### config.mk
export PLATFORM = sky130hd
export DESIGN_NAME = mandel_pixel_dispatcher
export DESIGN_NICKNAME = d
export VERILOG_FILES = /design/src/rtl/mandel_pixel_dispatcher.sv
export SDC_FILE = /design/constraint.sdc
export NUM_CORES = 1
export LEC_CHECK = 0
export BUFFER_PORTS_ARGS = -buffer_cell sky130_fd_sc_hd__buf_2
export CAP_MARGIN = 20
export CORE_MARGIN = 3
export CORE_UTILIZATION = 50
export DETAILED_ROUTE_END_ITERATION = 10
export PLACE_DENSITY = 0.85
export RECOVER_POWER = 50
export SYNTH_ARGS = -nofsm -noshare
export SYNTH_HDL_FRONTEND = slang
export SYNTH_SLANG_ARGS = --single-unit
### constraint.sdc
create_clock -name clk -period 2.4 [get_ports clk]
set_clock_uncertainty 0.05 [all_clocks]
set_input_delay 0.48 -clock clk [delete_from_list [all_inputs] [get_ports clk]]
set_output_delay 0.48 -clock clk [all_outputs]
set_load 0.05 [all_outputs]
### src/rtl/mandel_pixel_dispatcher.sv
// mandel_pixel_dispatcher
//   Walks an H_ACTIVE x V_ACTIVE pixel grid in raster order, produces the
//   Q4.28 complex coordinate c for each pixel, hands it to the Mandelbrot
//   calculator one pixel at a time (start/ready handshake), catches the
//   returned RGB333 colour and writes it to the display buffer at the
//   linear address y*H_ACTIVE + x.
//
// Ports
//   clk            system clock, all logic on the rising edge
//   reset          synchronous, active-high
//   frame_start    one-cycle request to render a frame (ignored while busy)
//   continuous     1 = restart a new frame automatically after frame_done
//   busy           high from frame acceptance until frame_done
//   frame_done     one-cycle pulse after the last pixel is written
//   calc_ready     calculator can accept a new pixel
//   calc_start     one-cycle start pulse to the calculator
//   real_part      c real, held from calc_start until the result is taken
//   imaginary_part c imag, same stability rule
//   calc_out_ready calculator result valid (one-cycle pulse)
//   calc_colour    RGB333 colour from the calculator
//   wr_en          display buffer write strobe
//   wr_addr        display buffer linear address
//   wr_data        colour to write
module mandel_pixel_dispatcher #(
  parameter int unsigned         H_ACTIVE = 64,
  parameter int unsigned         V_ACTIVE = 48,
  parameter int unsigned         COORD_W  = 32,
  parameter logic [COORD_W-1:0]  X_START  = 32'hE000_0000,
  parameter logic [COORD_W-1:0]  Y_START  = 32'hEE00_0000,
  parameter logic [COORD_W-1:0]  X_STEP   = 32'h00C0_0000,
  parameter logic [COORD_W-1:0]  Y_STEP   = 32'h00C0_0000,
  parameter int unsigned         AW       = $clog2(H_ACTIVE * V_ACTIVE)
) (
  input  logic               clk,
  input  logic               reset,
  input  logic               frame_start,
  input  logic               continuous,
  output logic               busy,
  output logic               frame_done,
  input  logic               calc_ready,
  output logic               calc_start,
  output logic [COORD_W-1:0] real_part,
  output logic [COORD_W-1:0] imaginary_part,
  input  logic               calc_out_ready,
  input  logic [8:0]         calc_colour,
  output logic               wr_en,
  output logic [AW-1:0]      wr_addr,
  output logic [8:0]         wr_data
);

  localparam int unsigned XW = (H_ACTIVE > 1) ? $clog2(H_ACTIVE) : 1;
  localparam int unsigned YW = (V_ACTIVE > 1) ? $clog2(V_ACTIVE) : 1;
  localparam logic [XW-1:0] X_LAST = XW'(H_ACTIVE - 1);
  localparam logic [YW-1:0] Y_LAST = YW'(V_ACTIVE - 1);

  typedef enum logic [2:0] {
    IDLE,
    ISSUE,
    WAIT,
    WRITE,
    DONE
  } state_t;

  state_t        state;
  logic [XW-1:0] x;
  logic [YW-1:0] y;

  // Start must fire in the same cycle calc_ready is seen in ISSUE, so it is
  // decoded from the registered state rather than registered itself.
  always_comb begin
    calc_start = (state == ISSUE) && calc_ready;
  end

  always_ff @(posedge clk) begin
    if (reset) begin
      state          <= IDLE;
      x              <= '0;
      y              <= '0;
      wr_addr        <= '0;
      real_part      <= X_START;
      imaginary_part <= Y_START;
      busy           <= 1'b0;
      frame_done     <= 1'b0;
      wr_en          <= 1'b0;
      wr_data        <= '0;
    end else begin
      wr_en      <= 1'b0;
      frame_done <= 1'b0;
      case (state)
        IDLE: begin
          if (frame_start) begin
            state          <= ISSUE;
            busy           <= 1'b1;
            x              <= '0;
            y              <= '0;
            wr_addr        <= '0;
            real_part      <= X_START;
            imaginary_part <= Y_START;
          end
        end
        ISSUE: begin
          if (calc_ready) state <= WAIT;
        end
        WAIT: begin
          // Result is taken here only; a simultaneous calc_ready is left
          // for the next ISSUE visit.
          if (calc_out_ready) begin
            wr_data <= calc_colour;
            wr_en   <= 1'b1;
            state   <= WRITE;
          end
        end
        WRITE: begin
          if (x != X_LAST) begin
            x         <= x + XW'(1);
            wr_addr   <= wr_addr + AW'(1);
            real_part <= real_part + X_STEP;
            state     <= ISSUE;
          end else if (y != Y_LAST) begin
            x              <= '0;
            y              <= y + YW'(1);
            wr_addr        <= wr_addr + AW'(1);
            real_part      <= X_START;
            imaginary_part <= imaginary_part + Y_STEP;
            state          <= ISSUE;
          end else begin
            frame_done <= 1'b1;
            state      <= DONE;
          end
        end
        DONE: begin
          x              <= '0;
          y              <= '0;
          wr_addr        <= '0;
          real_part      <= X_START;
          imaginary_part <= Y_START;
          if (continuous) begin
            state <= ISSUE;
          end else begin
            state <= IDLE;
            busy  <= 1'b0;
          end
        end
        default: state <= IDLE;
      endcase
    end
  end

endmodule

==> impl_metrics.tcl <==
set metrics [dict create \
    async_flop_share_pct 0 \
    final_hold_viol_count 0 \
    drc 0 \
    ys_ff_latch 59 \
    routedWlPerCell_um 12.8 \
    critical_path.endpoint "wr_addr[11]$_SDFFE_PP0P_" \
    cts_setup_buffers 0 \
    dpl.cell_count 489 \
    finalSetupViolCount 0 \
    r2r_cells 7 \
    tritoncts "built" \
    path_max_fanout 39 \
    maxCapViolations 0 \
    synth-warning-count 0 \
    tns_ps 0 \
    gr-total-overflow 0 \
    peakVddDrop_uv 375 \
    dpl_cell_area_mm2 0.00325 \
    hpwl_mm 4.77 \
    wl_met3_um 470 \
    avgSynthCellArea_um2 8.32 \
    pre_cts_ws_ps 362 \
    diodes 0 \
    area_delta_synth_final_pct 9.67 \
    die_area_mm2 0.00714 \
    power_density_mw_per_mm2 666 \
    grt.total_usage_pct 18.2 \
    fill_cells 522 \
    worstSetupPathType "flip-flop to flip-flop" \
    synth_most_common_cell "dfxtp_1" \
    hold_buffers 0 \
    io_pins 104 \
    clock-root-buffer "clkbuf_8" \
    synth_area_leaders "dfxtp_1 (38%), buf_4 (12%), a21oi_1 (6.0%)" \
    rsz0062_at_grt "false" \
    grt_pass1_wl_mm 10.6 \
    critical_path_required_ps 2620 \
    outcome "complete, no violations" \
    cts_buffer_depth 2 \
    synth_area_mm2 0.00308 \
    fin_area_mm2 0.00338 \
    synthTopCellsByCount "dfxtp_1 (59), buf_4 (48), nand2_1 (42)" \
    yosysTopAreaCellShare_pct 38.4 \
    min_path_type "input pin to flip-flop" \
    io_buffers 59 \
    clock_latency_ps 330 \
    cp-start-kind "flip-flop" \
    grt_max_degree 40 \
    fin_ws_ps 329 \
    dieHeight_um 84.5 \
    wl_met2_mm 3.19 \
    r2r_setup_slack_ps 330 \
    power_mw 2.25 \
    timing.fmax_mhz 483 \
    path_clk_slew_ps 60 \
    antenna_found_initial 0 \
    drive_above_1_share_pct 11.6 \
    syn_inst 370 \
    arrival_ps 2290 \
    cts.htree.levels 3 \
    std_cell_rows 27 \
    whs_ps 326 \
    synth_edf_count 0 \
    cp-end-kind "flip-flop" \
    coreArea_mm2 0.00574 \
    dieWidth_um 84.5 \
    ys_seq_area_share_pct 38.4 \
    timing.rr.start "x[0]$_SDFFE_PP0P_" \
    drtIter0Drc 144 \
    tightest_slew_ps 621 \
    cts_resized 0 \
    gp_congestion 0.810 \
    viasPerCell 5.45 \
    layout.cells.non_filler 504 \
    clock_sinks 59 \
    nets 448 \
    grt_pass1_vias 2375 \
    routed_wl_mm 6.46 \
    relSlewSlack_pct 58.8 \
    leakage_nw 1.25 \
    ys_types 44 \
    initial_core_util_pct 53.6 \
    rr_endpoint "wr_addr[11]$_SDFFE_PP0P_" \
    synth_top_area_cell "dfxtp_1" \
    ys.flop_type "dfxtp_1" \
    critPathLaunch "x[0]$_SDFFE_PP0P_" \
    wirelength_met1_mm 2.67 \
    utilization_pct 58.8 \
    fin_crit_sh_pct 86.3 \
    route.top_layer_used "met4" \
    vias 2748 \
    period_needed_ps 2070 \
    cts_buffers 9 \
    antenna_left 0 \
    slew_viol_final 0 \
    first_pass_iters 4 \
]
metal layers:
metal  vias up  track usage (%)
met2        88             29.5
met1      1278             21.4
met5         -                0
met3        15             6.28
met4         0             9.21
li1       1367                -
sequential cells by signal, summed over array words and instances (netlist names):
| name | count |
|---|---|
| wr_addr | 12 |
| imaginary_part | 10 |
| real_part | 10 |
| wr_data | 9 |
| x | 6 |
| y | 6 |
| state | 3 |
| busy | 1 |
| frame_done | 1 |
| wr_en | 1 |
how the worst min path moves through the flow:
stage | startpoint | endpoint | slack [ps] | cells after the start
6_report | calc_colour[1] | wr_data[1]$_SDFFE_PP0P_ | 330 | 3
4_1_cts | calc_colour[1] | wr_data[1]$_SDFFE_PP0P_ | 310 | 3
3_3_place_gp | wr_data[5]$_SDFFE_PP0P_ | wr_data[5]$_SDFFE_PP0P_ | 390 | 2
3_5_place_dp | wr_data[4]$_SDFFE_PP0P_ | wr_data[4]$_SDFFE_PP0P_ | 400 | 2
2_1_floorplan | y[5]$_SDFFE_PP0P_ | y[5]$_SDFFE_PP0P_ | 400 | 2
5_1_grt | calc_colour[5] | wr_data[5]$_SDFFE_PP0P_ | 310 | 3
cell usage in the layout (no fill, tap or decap), drive strengths merged, types with 2 or more instances in the layout:
| master | instances |
|---|---|
| conb | 44 |
| or3 | 13 |
| clkinv | 2 |
| clkbuf | 51 |
| nand4 | 5 |
| o2111ai | 3 |
| and2 | 2 |
| xor2 | 4 |
| a211oi | 5 |
| inv | 7 |
| o21ai | 19 |
| nand2 | 42 |
| o211ai | 5 |
| buf | 25 |
| xnor2 | 8 |
| nor3 | 5 |
| dfxtp | 59 |
| a21o | 2 |
| a21oi | 39 |
| nor4 | 3 |
| or4 | 15 |
| ha | 5 |
| and3 | 4 |
| and4 | 2 |
| nor2 | 23 |
| a31oi | 2 |
| o31ai | 9 |
| nand3 | 20 |
critical path, stage by stage (launching register included):
cell and delay (ps):
dfxtp_1 350, ha_1 280, and2_0 230, nand4_1 170
a21oi_2 90, buf_12 170, or4_1 510, a21oi_1 140
cell families (layout without fill, tap and decap cells):
kind of cell | Yosys count | in the layout | synth area share [%]
buffers and inverters | 66 | 85 | 14.5
muxes | 1 | 1 | 0.325
DFF | 59 | 59 | 38.4
and+or+nand+nor | 138 | 138 | 23.6
other | 1 | 44 | 0.122
AOI/OAI and AO/OA | 88 | 88 | 17.6
xor gates and xnor gates | 12 | 12 | 3.41
adders and majority gates | 5 | 5 | 2.03
cell type report:
cell class / count / area [um2] / area share, %
Multi-Input combinational cell: 288 / 1610 / 47.7
Sequential cell: 59 / 1180 / 35.0
Timing Repair Buffer: 63 / 290 / 8.60
Clock buffer: 13 / 169 / 5.00
Tap cell: 72 / 90.1 / 2.67
Inverter: 7 / 26.3 / 0.778
Clock inverter: 2 / 10.0 / 0.296
power by group:
| part | leakage [nW] | switching, mW | internal [mW] |
|---|---|---|---|
| Sequential | 0.477 | 0.0277 | 1.00 |
| Combinational | 0.676 | 0.331 | 0.0736 |
| Clock | 0.0953 | 0.367 | 0.450 |
(Power assumes the default switching activity.)
